==> src/rtl/rsa_pkg.sv <==
// Shared RSA constants, command encodings, FSM state type and the
// interleaved modular-multiply step used by the encryption/decryption engines.
package rsa_pkg;

  localparam int DATA_W = 13;
  localparam int EXP_W  = 13;
  localparam int OUT_W  = 16;
  localparam int CMD_W  = 3;
  localparam int CNT_W  = 4;

  localparam logic [DATA_W-1:0] DEFAULT_D = 13'd2753;
  localparam logic [DATA_W-1:0] DEFAULT_N = 13'd3233;

  localparam logic [CMD_W-1:0] CMD_IDLE   = 3'd0;
  localparam logic [CMD_W-1:0] CMD_START  = 3'd1;
  localparam logic [CMD_W-1:0] CMD_LOAD_D = 3'd2;
  localparam logic [CMD_W-1:0] CMD_LOAD_N = 3'd3;

  typedef enum logic [2:0] {
    ST_IDLE,
    ST_INIT,
    ST_BIT_START,
    ST_BIT_RUN,
    ST_DONE
  } state_t;

  // One MSB-first step: acc <- (2*acc + bit*a) mod n, with acc and a both < n.
  function automatic logic [DATA_W-1:0] mod_step(
    input logic [DATA_W-1:0] acc,
    input logic [DATA_W-1:0] a,
    input logic [DATA_W-1:0] n,
    input logic              b
  );
    logic [DATA_W:0] t;
    t = {acc, 1'b0};
    if (t >= {1'b0, n}) t = t - {1'b0, n};
    if (b) t = t + {1'b0, a};
    if (t >= {1'b0, n}) t = t - {1'b0, n};
    return t[DATA_W-1:0];
  endfunction

endpackage

==> src/rtl/rsa_decryptor_if.sv <==
// Command/data bus of the RSA decryptor: operand and command in, result and status out.
interface rsa_decryptor_if;
  import rsa_pkg::*;

  logic [DATA_W-1:0] data;
  logic [CMD_W-1:0]  input_data_type;
  logic [OUT_W-1:0]  output_data;
  logic              done;
  logic              busy;
  logic              error;

  modport master (
    output data, input_data_type,
    input  output_data, done, busy, error
  );

  modport slave (
    input  data, input_data_type,
    output output_data, done, busy, error
  );

endinterface

==> src/rtl/rsa_mod_mul.sv <==
// Sequential interleaved modular multiplier, one bit of b per cycle, MSB first.
// The first bit is consumed on the start edge, so valid pulses DATA_W cycles after start.
module rsa_mod_mul
  import rsa_pkg::*;
(
  input  logic              clk,
  input  logic              reset,
  input  logic              start,
  input  logic [DATA_W-1:0] a,
  input  logic [DATA_W-1:0] b,
  input  logic [DATA_W-1:0] n,
  output logic [DATA_W-1:0] p,
  output logic              valid
);

  logic [DATA_W-1:0] a_r, b_r, n_r, acc, acc_next;
  logic [CNT_W-1:0]  cnt;
  logic              running;

  assign acc_next = mod_step(acc, a_r, n_r, b_r[DATA_W-1]);
  assign p        = acc;

  always_ff @(posedge clk or posedge reset) begin
    if (reset) begin
      a_r     <= '0;
      b_r     <= '0;
      n_r     <= '0;
      acc     <= '0;
      cnt     <= '0;
      running <= 1'b0;
      valid   <= 1'b0;
    end else begin
      valid <= 1'b0;
      if (start) begin
        a_r     <= a;
        n_r     <= n;
        b_r     <= {b[DATA_W-2:0], 1'b0};
        acc     <= mod_step('0, a, n, b[DATA_W-1]);
        cnt     <= CNT_W'(DATA_W - 1);
        running <= 1'b1;
      end else if (running) begin
        acc <= acc_next;
        b_r <= {b_r[DATA_W-2:0], 1'b0};
        cnt <= cnt - 1'b1;
        if (cnt == CNT_W'(1)) begin
          running <= 1'b0;
          valid   <= 1'b1;
        end
      end
    end
  end

endmodule

==> src/rtl/rsa_decryptor.sv <==
// RSA decryption engine: m = c^d mod n by constant-time right-to-left
// square-and-multiply, with loadable key registers.
module rsa_decryptor
  import rsa_pkg::*;
(
  input logic            clk,
  input logic            reset,
  rsa_decryptor_if.slave bus
);

  state_t state, next_state;

  logic [DATA_W-1:0] key_d, key_n, c_reg, result, base, exp_reg;
  logic [DATA_W-1:0] p_a, p_b;
  logic [CNT_W-1:0]  bit_cnt;
  logic              mul_start, valid_a, valid_b;
  logic              reject, last_bit, mul_done;

  assign reject   = bus.data >= key_n;
  assign last_bit = bit_cnt == CNT_W'(EXP_W - 1);
  assign mul_done = valid_a && valid_b;

  rsa_mod_mul u_mul (
    .clk(clk), .reset(reset), .start(mul_start),
    .a(result), .b(base), .n(key_n), .p(p_a), .valid(valid_a)
  );

  rsa_mod_mul u_sqr (
    .clk(clk), .reset(reset), .start(mul_start),
    .a(base), .b(base), .n(key_n), .p(p_b), .valid(valid_b)
  );

  always_ff @(posedge clk or posedge reset) begin
    if (reset) state <= ST_IDLE;
    else       state <= next_state;
  end

  always_comb begin
    next_state = state;
    mul_start  = 1'b0;
    case (state)
      ST_IDLE, ST_DONE: begin
        if (bus.input_data_type == CMD_START)
          next_state = reject ? ST_DONE : ST_INIT;
      end
      ST_INIT:      next_state = ST_BIT_START;
      ST_BIT_START: begin
        mul_start  = 1'b1;
        next_state = ST_BIT_RUN;
      end
      ST_BIT_RUN: begin
        if (mul_done) next_state = last_bit ? ST_DONE : ST_BIT_START;
      end
      default:      next_state = ST_IDLE;
    endcase
  end

  // Commands are only honoured between decryptions, so key registers are stable while busy.
  always_ff @(posedge clk or posedge reset) begin
    if (reset) begin
      key_d           <= DEFAULT_D;
      key_n           <= DEFAULT_N;
      c_reg           <= '0;
      result          <= '0;
      base            <= '0;
      exp_reg         <= '0;
      bit_cnt         <= '0;
      bus.output_data <= '0;
      bus.done        <= 1'b0;
      bus.busy        <= 1'b0;
      bus.error       <= 1'b0;
    end else begin
      case (state)
        ST_IDLE, ST_DONE: begin
          case (bus.input_data_type)
            CMD_LOAD_D: key_d <= bus.data;
            CMD_LOAD_N: if (bus.data >= DATA_W'(2)) key_n <= bus.data;
            CMD_START: begin
              if (reject) begin
                bus.error       <= 1'b1;
                bus.done        <= 1'b1;
                bus.busy        <= 1'b0;
                bus.output_data <= '0;
              end else begin
                c_reg     <= bus.data;
                bus.error <= 1'b0;
                bus.done  <= 1'b0;
                bus.busy  <= 1'b1;
              end
            end
            default: ;
          endcase
        end
        ST_INIT: begin
          result  <= DATA_W'(1);
          base    <= c_reg;
          exp_reg <= key_d;
          bit_cnt <= '0;
        end
        ST_BIT_RUN: begin
          if (mul_done) begin
            if (exp_reg[0]) result <= p_a;
            base    <= p_b;
            exp_reg <= exp_reg >> 1;
            bit_cnt <= bit_cnt + 1'b1;
            if (last_bit) begin
              bus.output_data <= {{(OUT_W-DATA_W){1'b0}}, (exp_reg[0] ? p_a : result)};
              bus.done        <= 1'b1;
              bus.busy        <= 1'b0;
            end
          end
        end
        default: ;
      endcase
    end
  end

endmodule
==> src/flat_wrapper.sv <==
// flat-port wrapper written by rule: the top's interface ports become plain ports
module rsa_decryptor_flat import rsa_pkg::*;
  (clk, reset, bus_data, bus_input_data_type, bus_output_data, bus_done, bus_busy, bus_error);
  rsa_decryptor_if bus_i ();
  input logic clk;
  input logic reset;
  input wire logic [$bits(bus_i.data)-1:0] bus_data;
  input wire logic [$bits(bus_i.input_data_type)-1:0] bus_input_data_type;
  output wire logic [$bits(bus_i.output_data)-1:0] bus_output_data;
  output wire logic [$bits(bus_i.done)-1:0] bus_done;
  output wire logic [$bits(bus_i.busy)-1:0] bus_busy;
  output wire logic [$bits(bus_i.error)-1:0] bus_error;
  assign bus_i.data = bus_data;
  assign bus_i.input_data_type = bus_input_data_type;
  assign bus_output_data = bus_i.output_data;
  assign bus_done = bus_i.done;
  assign bus_busy = bus_i.busy;
  assign bus_error = bus_i.error;
  rsa_decryptor u_core (.clk(clk), .reset(reset), .bus(bus_i));
endmodule
==> config.mk <==
export PLATFORM = sky130hd
export DESIGN_NAME = rsa_decryptor_flat
export DESIGN_NICKNAME = d
export VERILOG_FILES = /design/src/rtl/rsa_pkg.sv /design/src/rtl/rsa_decryptor_if.sv /design/src/rtl/rsa_mod_mul.sv /design/src/rtl/rsa_decryptor.sv /design/src/flat_wrapper.sv
export SDC_FILE = /design/constraint.sdc
export NUM_CORES = 1
export LEC_CHECK = 0
export CAP_MARGIN = 20
export CORE_MARGIN = 2
export CORE_UTILIZATION = 45
export CTS_BUF_LIST = sky130_fd_sc_hd__clkbuf_4
export CTS_CLUSTER_DIAMETER = 80
export CTS_CLUSTER_SIZE = 28
export DETAILED_ROUTE_END_ITERATION = 10
export SLEW_MARGIN = 15
export SYNTH_ARGS = -nofsm -noshare
export SYNTH_HDL_FRONTEND = slang
export SYNTH_SLANG_ARGS = --single-unit
==> constraint.sdc <==
create_clock -name clk -period 8.7 [get_ports clk]
set_input_delay 2.175 -clock clk [delete_from_list [all_inputs] [get_ports clk]]
set_output_delay 2.175 -clock clk [all_outputs]
set_load 0.1 [all_outputs]
Word level (Yosys, flattened, before mapping)
Index checks and enable logic that the tools add are counted.
{"block": "word_totals", "ff_bits": 207, "out_inout_bits": 19, "wordCells": 146, "input_bits": 18}
{"block": "op_classes", "reduce_logical": 15, "n_mux": 68, "add_sub_neg": 14, "n_lt_le_gt_ge": 9, "bitwise_logic": 1, "eq_ne": 14}
{"cell": "13-bit 2-to-1 mux", "count": 16}
{"cell": "14-bit 2-to-1 mux", "count": 10}
{"cell": "14-bit by 13-bit greater-or-equal comparator with 1-bit output", "count": 6}
{"cell": "13-bit case mux with 2 select lines", "count": 3}
{"cell": "16-bit 2-to-1 mux", "count": 4}
{"cell": "14-bit by 13-bit adder with 14-bit output", "count": 4}
{"cell": "13-bit subtractor", "count": 4}
{"cell": "16-bit case mux with 2 select lines", "count": 1}
{"cell": "14-bit by 13-bit subtractor with 14-bit output", "count": 2}
{"cell": "1-bit 2-to-1 mux", "count": 21}
{"cell": "4-bit 2-to-1 mux", "count": 5}
{"cell": "1-bit by 13-bit subtractor with 14-bit output (first input constant)", "count": 1}
{"cell": "1-bit by 13-bit greater-or-equal comparator with 1-bit output (first input constant)", "count": 1}
{"cell": "13-bit greater-or-equal comparator", "count": 1}
{"cell": "13-bit by 2-bit greater-or-equal comparator with 1-bit output (second input constant)", "count": 1}
{"cell": "3-bit by 2-bit equality test with 1-bit output (second input constant)", "count": 4}
{"cell": "3-bit 2-to-1 mux", "count": 4}
{"cell": "3-bit case mux with 4 select lines", "count": 1}
{"cell": "4-bit by 1-bit equality test with 1-bit output (second input constant)", "count": 2}
{"cell": "2-bit by 1-bit inequality test with 1-bit output (second input constant)", "count": 4}
{"cell": "4-bit case mux with 2 select lines", "count": 1}
{"cell": "2-bit AND reduction", "count": 4}
{"cell": "2-bit nonzero test", "count": 4}
{"cell": "4-bit by 1-bit subtractor with 4-bit output (second input constant)", "count": 2}
{"cell": "12 further kinds", "count": 15}

Depth between registers and ports, before layout
Gate-level depths: netlist (run 1).
{"block": "depth", "depth_word": 9, "depth_mapped": 29, "ltp_nobuf": 27}

By module
From an unflattened synthesis (run 1), not the netlist that was laid out.
{"block": "hier_totals", "cells_unflattened": 1913, "hier_area_um2": 16970.0}
{"module": "rsa_mod_mul at u_core.u_sqr", "area_each_um2": 6117.1, "cells_per_inst": 726, "seq_area_each_um2": 1426.4, "n_inst": 1}
{"module": "rsa_mod_mul at u_core.u_mul", "area_each_um2": 6064.6, "cells_per_inst": 727, "seq_area_each_um2": 1426.4, "n_inst": 1}
{"module": "rsa_decryptor", "area_each_um2": 4788.3, "cells_per_inst": 460, "seq_area_each_um2": 2539.9, "n_inst": 1}

Worst setup path after synthesis (run 1)
OpenSTA, ideal clock, no wires.
{"block": "synth_path", "path_kind": "flip-flop to flip-flop", "start": "register u_core.u_mul.n_r[0]", "end": "register u_core.u_mul.acc[2], in the netlist u_core.u_mul.p[2]", "required_time_ps": 8574, "path_buffers": 2, "period_less_slack_ps": 6214, "setup_slack_ps": 2486, "arrival_time_ps": 6088, "stages_incl_launch_ff": 28, "setup_time_ps": 126, "cell_sequence": "dfrtp_1 inv_1 fa_1 nand3_1 a21oi_1 o41a_1 o31a_1 buf_2 buf_2 and2_1 ha_1 fa_1 a211oi_1 nor2_1 o21a_1 nor2_1 xnor2_1 mux2_2 ha_1 o21a_1 nor2_1 a21oi_1 and4_1 o31a_2 o21ai_2 nand3_4 mux2_2 a221o_1"}
{"block": "synth_via", "elab_chain_len": 8, "elab_cells_between_ends": 10, "classes_between": "add/sub (3); order compare (2); mux (5)"}
{"element": "start, declared", "line_no": "rsa_mod_mul.sv:16", "rtl": "logic [DATA_W-1:0] a_r, b_r, n_r, acc, acc_next;"}
{"element": "start signal, assigned", "line_no": "rsa_mod_mul.sv:36", "rtl": "n_r <= n;"}
{"element": "14-bit by 13-bit subtractor with 14-bit output or 14-bit by 13-bit greater-or-equal comparator with 1-bit output (tied branches)", "line_no": "rsa_pkg.sv:36", "rtl": "if (t >= {1'b0, n}) t = t - {1'b0, n};"}
{"element": "14-bit 2-to-1 mux", "line_no": "rsa_pkg.sv:36"}
{"element": "14-bit by 13-bit adder with 14-bit output", "line_no": "rsa_pkg.sv:37", "rtl": "if (b) t = t + {1'b0, a};"}
{"element": "14-bit 2-to-1 mux", "line_no": "rsa_pkg.sv:37"}
{"element": "13-bit subtractor or 14-bit by 13-bit greater-or-equal comparator with 1-bit output (tied branches)", "line_no": "rsa_pkg.sv:38", "rtl": "if (t >= {1'b0, n}) t = t - {1'b0, n};"}
{"element": "13-bit 2-to-1 mux (*)", "line_no": "rsa_pkg.sv:38"}
{"element": "13-bit 2-to-1 mux (*)", "line_no": "rsa_mod_mul.sv:41", "rtl": "end else if (running) begin"}
{"element": "13-bit 2-to-1 mux (*)", "line_no": "rsa_mod_mul.sv:34", "rtl": "if (start) begin"}
{"element": "end signal, assigned", "line_no": "rsa_mod_mul.sv:38", "rtl": "acc <= mod_step('0, a, n, b[DATA_W-1]);"}
{"element": "end signal, assigned", "line_no": "rsa_mod_mul.sv:42", "rtl": "acc <= acc_next;"}
{"element": "end, declared", "line_no": "rsa_mod_mul.sv:16"}
Every way passes the cells marked *; elsewhere a longest branch is shown, timed or not. The select of a mux whose other input is x is not followed.
A chain may end at the register's enable or synchronous reset.

==> flow_metrics.env, run 1 <==
export IMPL_grtUsageTotal_pct=26.2
export IMPL_startpoint_type="flip-flop"
export IMPL_area_growth_pct=6.11
export IMPL_synthFlopType="dfrtp_1"
export IMPL_die_y_microns=193
export IMPL_drc=0
export IMPL_synthCells=1830
export IMPL_min_period_over_period_pct=82.7
export IMPL_slew_headroom_pct=33.3
export IMPL_crit_required_ns=9.26
export IMPL_antenna_found_initial=1
export IMPL_io_buffer_count=33
export IMPL_ioPinCount=37
export IMPL_path_max_fanout=13
export IMPL_ys_seq_area_share_pct=31.5
export IMPL_dp_hpwl_mm=37.6
export IMPL_synth_edf_count=0
export IMPL_fmax_mhz=139
export IMPL_hold_viol_final=0
export IMPL_status="finished, final reports clean"
export IMPL_cts_buffer_depth=3
export IMPL_cts_tree="yes"
export IMPL_cp_arrival_ns=7.75
export IMPL_insertion_delay_ns=0.75
export IMPL_critPathKind="reg -> reg"
export IMPL_cp_end_kind="flip-flop"
export IMPL_final_antenna_net_count=0
export IMPL_synth_warnings=0
export IMPL_grt_pass1_vias=13000
export IMPL_cap_violations=0
export IMPL_period_needed_ns=7.19
export IMPL_skew_ns=0.118
export IMPL_min_delay_path_class="reg -> reg"
export IMPL_ff2ff_setup_slack_ns=1.51
export IMPL_fin_setup_tns_ns=0
export IMPL_h_tree_depth=1
export IMPL_vias=13700
export IMPL_async_reset_ff_share_pct=100
export IMPL_vias_per_cell=5.96
export IMPL_ctsHoldBuffers=0
export IMPL_fp_dieArea_sq_um=37300
export IMPL_ctsResizeCount=0
export IMPL_nFillCells=3466
export IMPL_drt_wl_total_mm=48.5
export IMPL_rsz0062_at_grt="false"
export IMPL_post_drt_wl_per_cell_microns=21.1
export IMPL_path_clk_slew_ns=0.28
export IMPL_grt_max_degree=92
export IMPL_final_max_slew_viol_count=0
export IMPL_die_w_microns=193
export IMPL_core_area_sq_um=35400
export IMPL_grt_overflow_total=0
export IMPL_ys_seq_elements=202
export IMPL_num_rows=69
export IMPL_drt_iter0_drc=969
export IMPL_grt_first_pass_wirelength_mm=75.2
export IMPL_clockRootBuffer="clkbuf_4"
export IMPL_numCtsBuffers=13
export IMPL_clock_sinks=202
export IMPL_drive_above_1_share_pct=8.27
export IMPL_max_slew_worst_pin_slew_ns=1.00
export IMPL_start_util_pct=45.4
export IMPL_finalSetupViolCount=0
export IMPL_post_cts_buffers=0
export IMPL_synthDistinctLibCells=94
export IMPL_syn_area_per_cell_sq_um=8.79
export IMPL_dr_pass1_iters=5
export IMPL_fin_nets=2010
export IMPL_gp_congestion=0.957
export IMPL_synth_area_sq_um=16100
[synthesized netlist by cell type (all sizes together) (27+ instances only)]
| library cell | count | area [sq um] |
|---|---|---|
| dfrtp | 192 | 4800 |
| a21oi | 117 | 586 |
| a31oi | 35 | 219 |
| clkbuf | 52 | 195 |
| inv | 90 | 338 |
| ha | 152 | 1900 |
| xnor2 | 58 | 516 |
| nor3 | 35 | 180 |
| nand2 | 227 | 852 |
| mux2 | 71 | 800 |
| a211oi | 33 | 260 |
| o21ai | 98 | 494 |
| nand3 | 36 | 193 |
| nor2 | 140 | 528 |
| a21o | 29 | 218 |
| mux2i | 70 | 701 |
| xor2 | 27 | 244 |
[final timing paths]
path / from / cells past startpoint / to
worst max-delay path: u_core.u_mul.n_r[0] / 27 / u_core.u_sqr.p[9]
worst max register to register: u_core.u_mul.n_r[0] / 27 / u_core.u_sqr.p[9]
worst min-delay path: u_core.exp_reg[2] / 2 / u_core.exp_reg[1]
worst min register to register: u_core.exp_reg[2] / 2 / u_core.exp_reg[1]
max in group asynchronous: reset / 3 / u_core.u_mul.n_r[0]
min in group asynchronous: reset / 2 / u_core.bit_cnt[3]
[per-layer routing]
metal  vias to the layer above  wire [microns]  track usage [%]  part of all wire, %
li1                       6648               -                -                    -
met1                      6639           23300             38.7                   48
met2                       354           21200             40.3                   44
met3                        65            2750             3.35                  5.7
met4                         0            1340             7.40                  2.8
met5                         -               0                0                    0
[cells in the final DEF (no fill, tap or decap), types with 25 or more instances in the layout]
cell type          n
mux2i_1           70
a21o_1            29
o21ai_0           96
clkdlybuf4s50_1   33
nand3_1           35
a31oi_1           35
nor3_1            33
o22ai_1           25
mux2_2            71
dfrtp_1          192
nor2b_1           25
inv_1             89
xnor2_1           57
a21oi_1          116
a211oi_1          32
nor2_1           138
xor2_1            26
nand2_1          227
ha_1             152
o21a_1            26
[worst max-delay path, stage by stage, from the launching register on]
cell and delay [ns]:
dfrtp_1 0.55, inv_1 0.21, fa_1 0.49, nand3_1 0.12
a21oi_1 0.14, o31ai_2 0.35, o21ai_0 0.14, buf_4 0.20
nand2_1 0.10, inv_1 0.05, ha_1 0.21, fa_1 0.41
a21o_1 0.20, a21oi_1 0.26, o21bai_1 0.16, a221o_1 0.36
a2111oi_0 0.46, a31o_2 0.17, a211o_1 0.18, ha_1 0.29
nand3_1 0.11, nor4_1 0.05, nor2_1 0.17, o21ai_0 0.12
or4b_1 0.72, and2_1 0.36, o311ai_1 0.37, mux2i_1 0.13
[cell type report]
cell class,count,area [sq um],area share (%)
clock buffer,14,105,0.616
sequential,202,5070,29.7
multi-input combinational,1476,10400,61.1
tap,461,577,3.38
timing repair buffer,47,435,2.55
inverter,90,345,2.02
antenna,2,5.00,0.0293
clock inverter,8,95.1,0.557
[logic make-up after synthesis]
family                   synth area share [%]
AND/OR/NAND/NOR                          16.9
AO/OA/AOI/OAI                            20.4
flip-flops                               31.5
buffers and inverters                    4.09
adder cells (fa/ha/maj)                  13.1
multiplexers                             9.33
XOR/XNOR                                 4.72
other                                  0.0233
[stage by stage]
step           hold WS, ns  utilization (%)  area [sq um]  worst slack [ns]  instances
3_3_place_gp         0.476             47.6         16800              1.96       2275
6_report             0.494             48.2         17100              1.51       2300
3_5_place_dp         0.475             47.6         16800              1.75       2275
2_1_floorplan        0.451                -         16100              1.03       1844
5_1_grt              0.517             48.2         17100              1.16       2300
4_1_cts              0.461             48.2         17000              1.65       2297
Power of run 1 is not shown: default switching activity piles up to over one toggle a cycle in this logic, so the estimate is an artifact.
==> inputs of run 2 (changes only) <==
- clock period: 8.7 -> 6.3 ns (I/O delays scaled with it)
==> flow_metrics.env, run 2 (same netlist as run 1, synthesis figures left out) <==
export IMPL_status="finished, final reports clean"
export IMPL_dp_hpwl_mm=38.9
export IMPL_min_delay_path_class="reg -> reg"
export IMPL_antenna_found_initial=2
export IMPL_insertion_delay_ns=0.74
export IMPL_path_clk_slew_ns=0.21
export IMPL_vias=14100
export IMPL_cp_end_kind="flip-flop"
export IMPL_dr_pass1_iters=5
export IMPL_cap_violations=0
export IMPL_min_delay_path_depth=2
export IMPL_placed_cells=2347
export IMPL_cp_slowest_cell="dfrtp_1"
export IMPL_critPathKind="reg -> reg"
export IMPL_clock_sinks=202
export IMPL_crit_required_ns=6.85
export IMPL_core_area_sq_um=35400
export IMPL_fp_dieArea_sq_um=37300
export IMPL_nFillCells=3349
export IMPL_cp_depth=26
export IMPL_fmax_mhz=164
export IMPL_cts_tree="yes"
export IMPL_crit_buf_inv=2
export IMPL_final_cell_mix="nand2_1, dfrtp_1, ha_1, nor2_1, a21oi_1"
export IMPL_h_tree_depth=1
export IMPL_grtUsageTotal_pct=27.1
export IMPL_grt_first_pass_wirelength_mm=77.4
export IMPL_whs_ns=0.510
export IMPL_dpl_cell_area_sq_um=17400
export IMPL_ctsHoldBuffers=0
export IMPL_startpoint_type="flip-flop"
export IMPL_drive_above_1_share_pct=14.1
export IMPL_fin_nets=2092
export IMPL_grt_overflow_total=0
export IMPL_reg2regPathDepth=26
export IMPL_io_buffer_count=33
export IMPL_die_y_microns=193
export IMPL_drt_iter0_drc=1120
export IMPL_finalSetupViolCount=0
export IMPL_clockRootBuffer="clkbuf_4"
export IMPL_slowest_delay_ns=0.41
export IMPL_max_slew_worst_pin_slew_ns=0.977
export IMPL_path_max_fanout=9
export IMPL_seq_area_sq_um=5070
export IMPL_drc=0
export IMPL_final_area_sq_um=17900
export IMPL_fin_cells=2382
export IMPL_min_period_over_period_pct=97.1
export IMPL_vias_per_cell=5.94
export IMPL_final_common_cell="nand2_1"
export IMPL_multiInputGateArea_sq_um=10600
export IMPL_cts_buffer_depth=3
export IMPL_period_needed_ns=6.12
export IMPL_start_util_pct=45.4
export IMPL_crit_family="compound AO/OA/AOI/OAI gates"
export IMPL_drt_wl_total_mm=50.5
export IMPL_die_w_microns=193
export IMPL_hold_viol_final=0
export IMPL_area_growth_pct=11.3
export IMPL_final_max_slew_viol_count=0
export IMPL_grt_pass1_vias=13500
export IMPL_skew_ns=0.132
export IMPL_final_antenna_net_count=0
export IMPL_post_drt_wl_per_cell_microns=21.2
export IMPL_slew_headroom_pct=34.6
export IMPL_grt_max_degree=113
export IMPL_gp_congestion=0.944
export IMPL_cp_arrival_ns=6.66
export IMPL_final_core_util_pct=50.6
export IMPL_ioPinCount=37
export IMPL_num_rows=69
export IMPL_numCtsBuffers=15
[run 2: changes by cell type in the layout (fill, tap and decap cells not counted), sizes merged]
cell      previous run  this run
buf                 13        93
clkbuf              15        19
clkinvlp             0         2
diode                2         1
inv                 96        93
[run 2: what timing repair did]
item                       in CTS  in global routing
setup endpoints to repair      15                 25
resized for setup               5                 45
gates cloned                    0                  0
pin swaps                       3                 17
buffers inserted                3                  5
[run 2: worst paths after layout]
path / start / to / slack (ns)
setup / recovery: u_core.u_mul.n_r[11] / u_core.u_mul.p[2] / 0.18
hold / removal: u_core.bus.busy / u_core.bus.busy / 0.51
setup reg to reg: u_core.u_mul.n_r[11] / u_core.u_mul.p[2] / 0.18
hold reg to reg: u_core.bus.busy / u_core.bus.busy / 0.51
max in group asynchronous: reset / u_core.u_mul.n_r[4] / 3.76
min in group asynchronous: reset / u_core.bit_cnt[0] / 1.31
[run 2: layout make-up]
| class | instances | share of cell area, % |
|---|---|---|
| diodes | 1 | 0.0140 |
| flip-flops and latches | 202 | 28.3 |
| clock buffers | 18 | 0.755 |
| multi-input cells | 1476 | 59.3 |
| clock inverters | 7 | 0.580 |
| repair buffers | 127 | 5.88 |
| well taps | 461 | 3.22 |
| inverters | 90 | 1.91 |
[run 2: per-layer routing]
layer | vias to the layer above | part of all wire, % | GRT usage (%) | wire length (microns)
li1 | 6793 | - | - | -
met1 | 6824 | 47 | 39.0 | 23800
met3 | 71 | 6.7 | 4.81 | 3360
met4 | 0 | 2.5 | 6.29 | 1250
met5 | - | 0 | 0 | 0
met2 | 451 | 44 | 42.5 | 22100
[run 2: worst reg2reg max path: stages, from the launching register on]
cell	delay [ns]
dfrtp_1	0.41
inv_1	0.07
buf_4	0.19
ha_2	0.35
a21o_1	0.18
a211oi_2	0.27
o21ai_1	0.14
o31a_1	0.40
and2_4	0.21
ha_1	0.20
fa_2	0.38
a211oi_2	0.22
nor2_2	0.09
o21a_1	0.17
nor2_1	0.11
xnor2_1	0.07
mux2_2	0.30
ha_1	0.30
o21a_1	0.19
nor2_1	0.09
a21oi_1	0.08
and4_1	0.24
o31a_2	0.37
o21ai_4	0.16
nand3_4	0.14
mux2_2	0.33
a221o_1	0.33
[run 2: through the flow]
step	TNS [ns]	worst slack [ns]
after CTS	0	0.00141
after detailed placement	-0.760	-0.107
final	0	0.184
after global routing	-0.150	-0.0377
after global placement	-0.737	-0.112
after floorplan	0	0.0863
Power of run 2 is left out for the same reason.
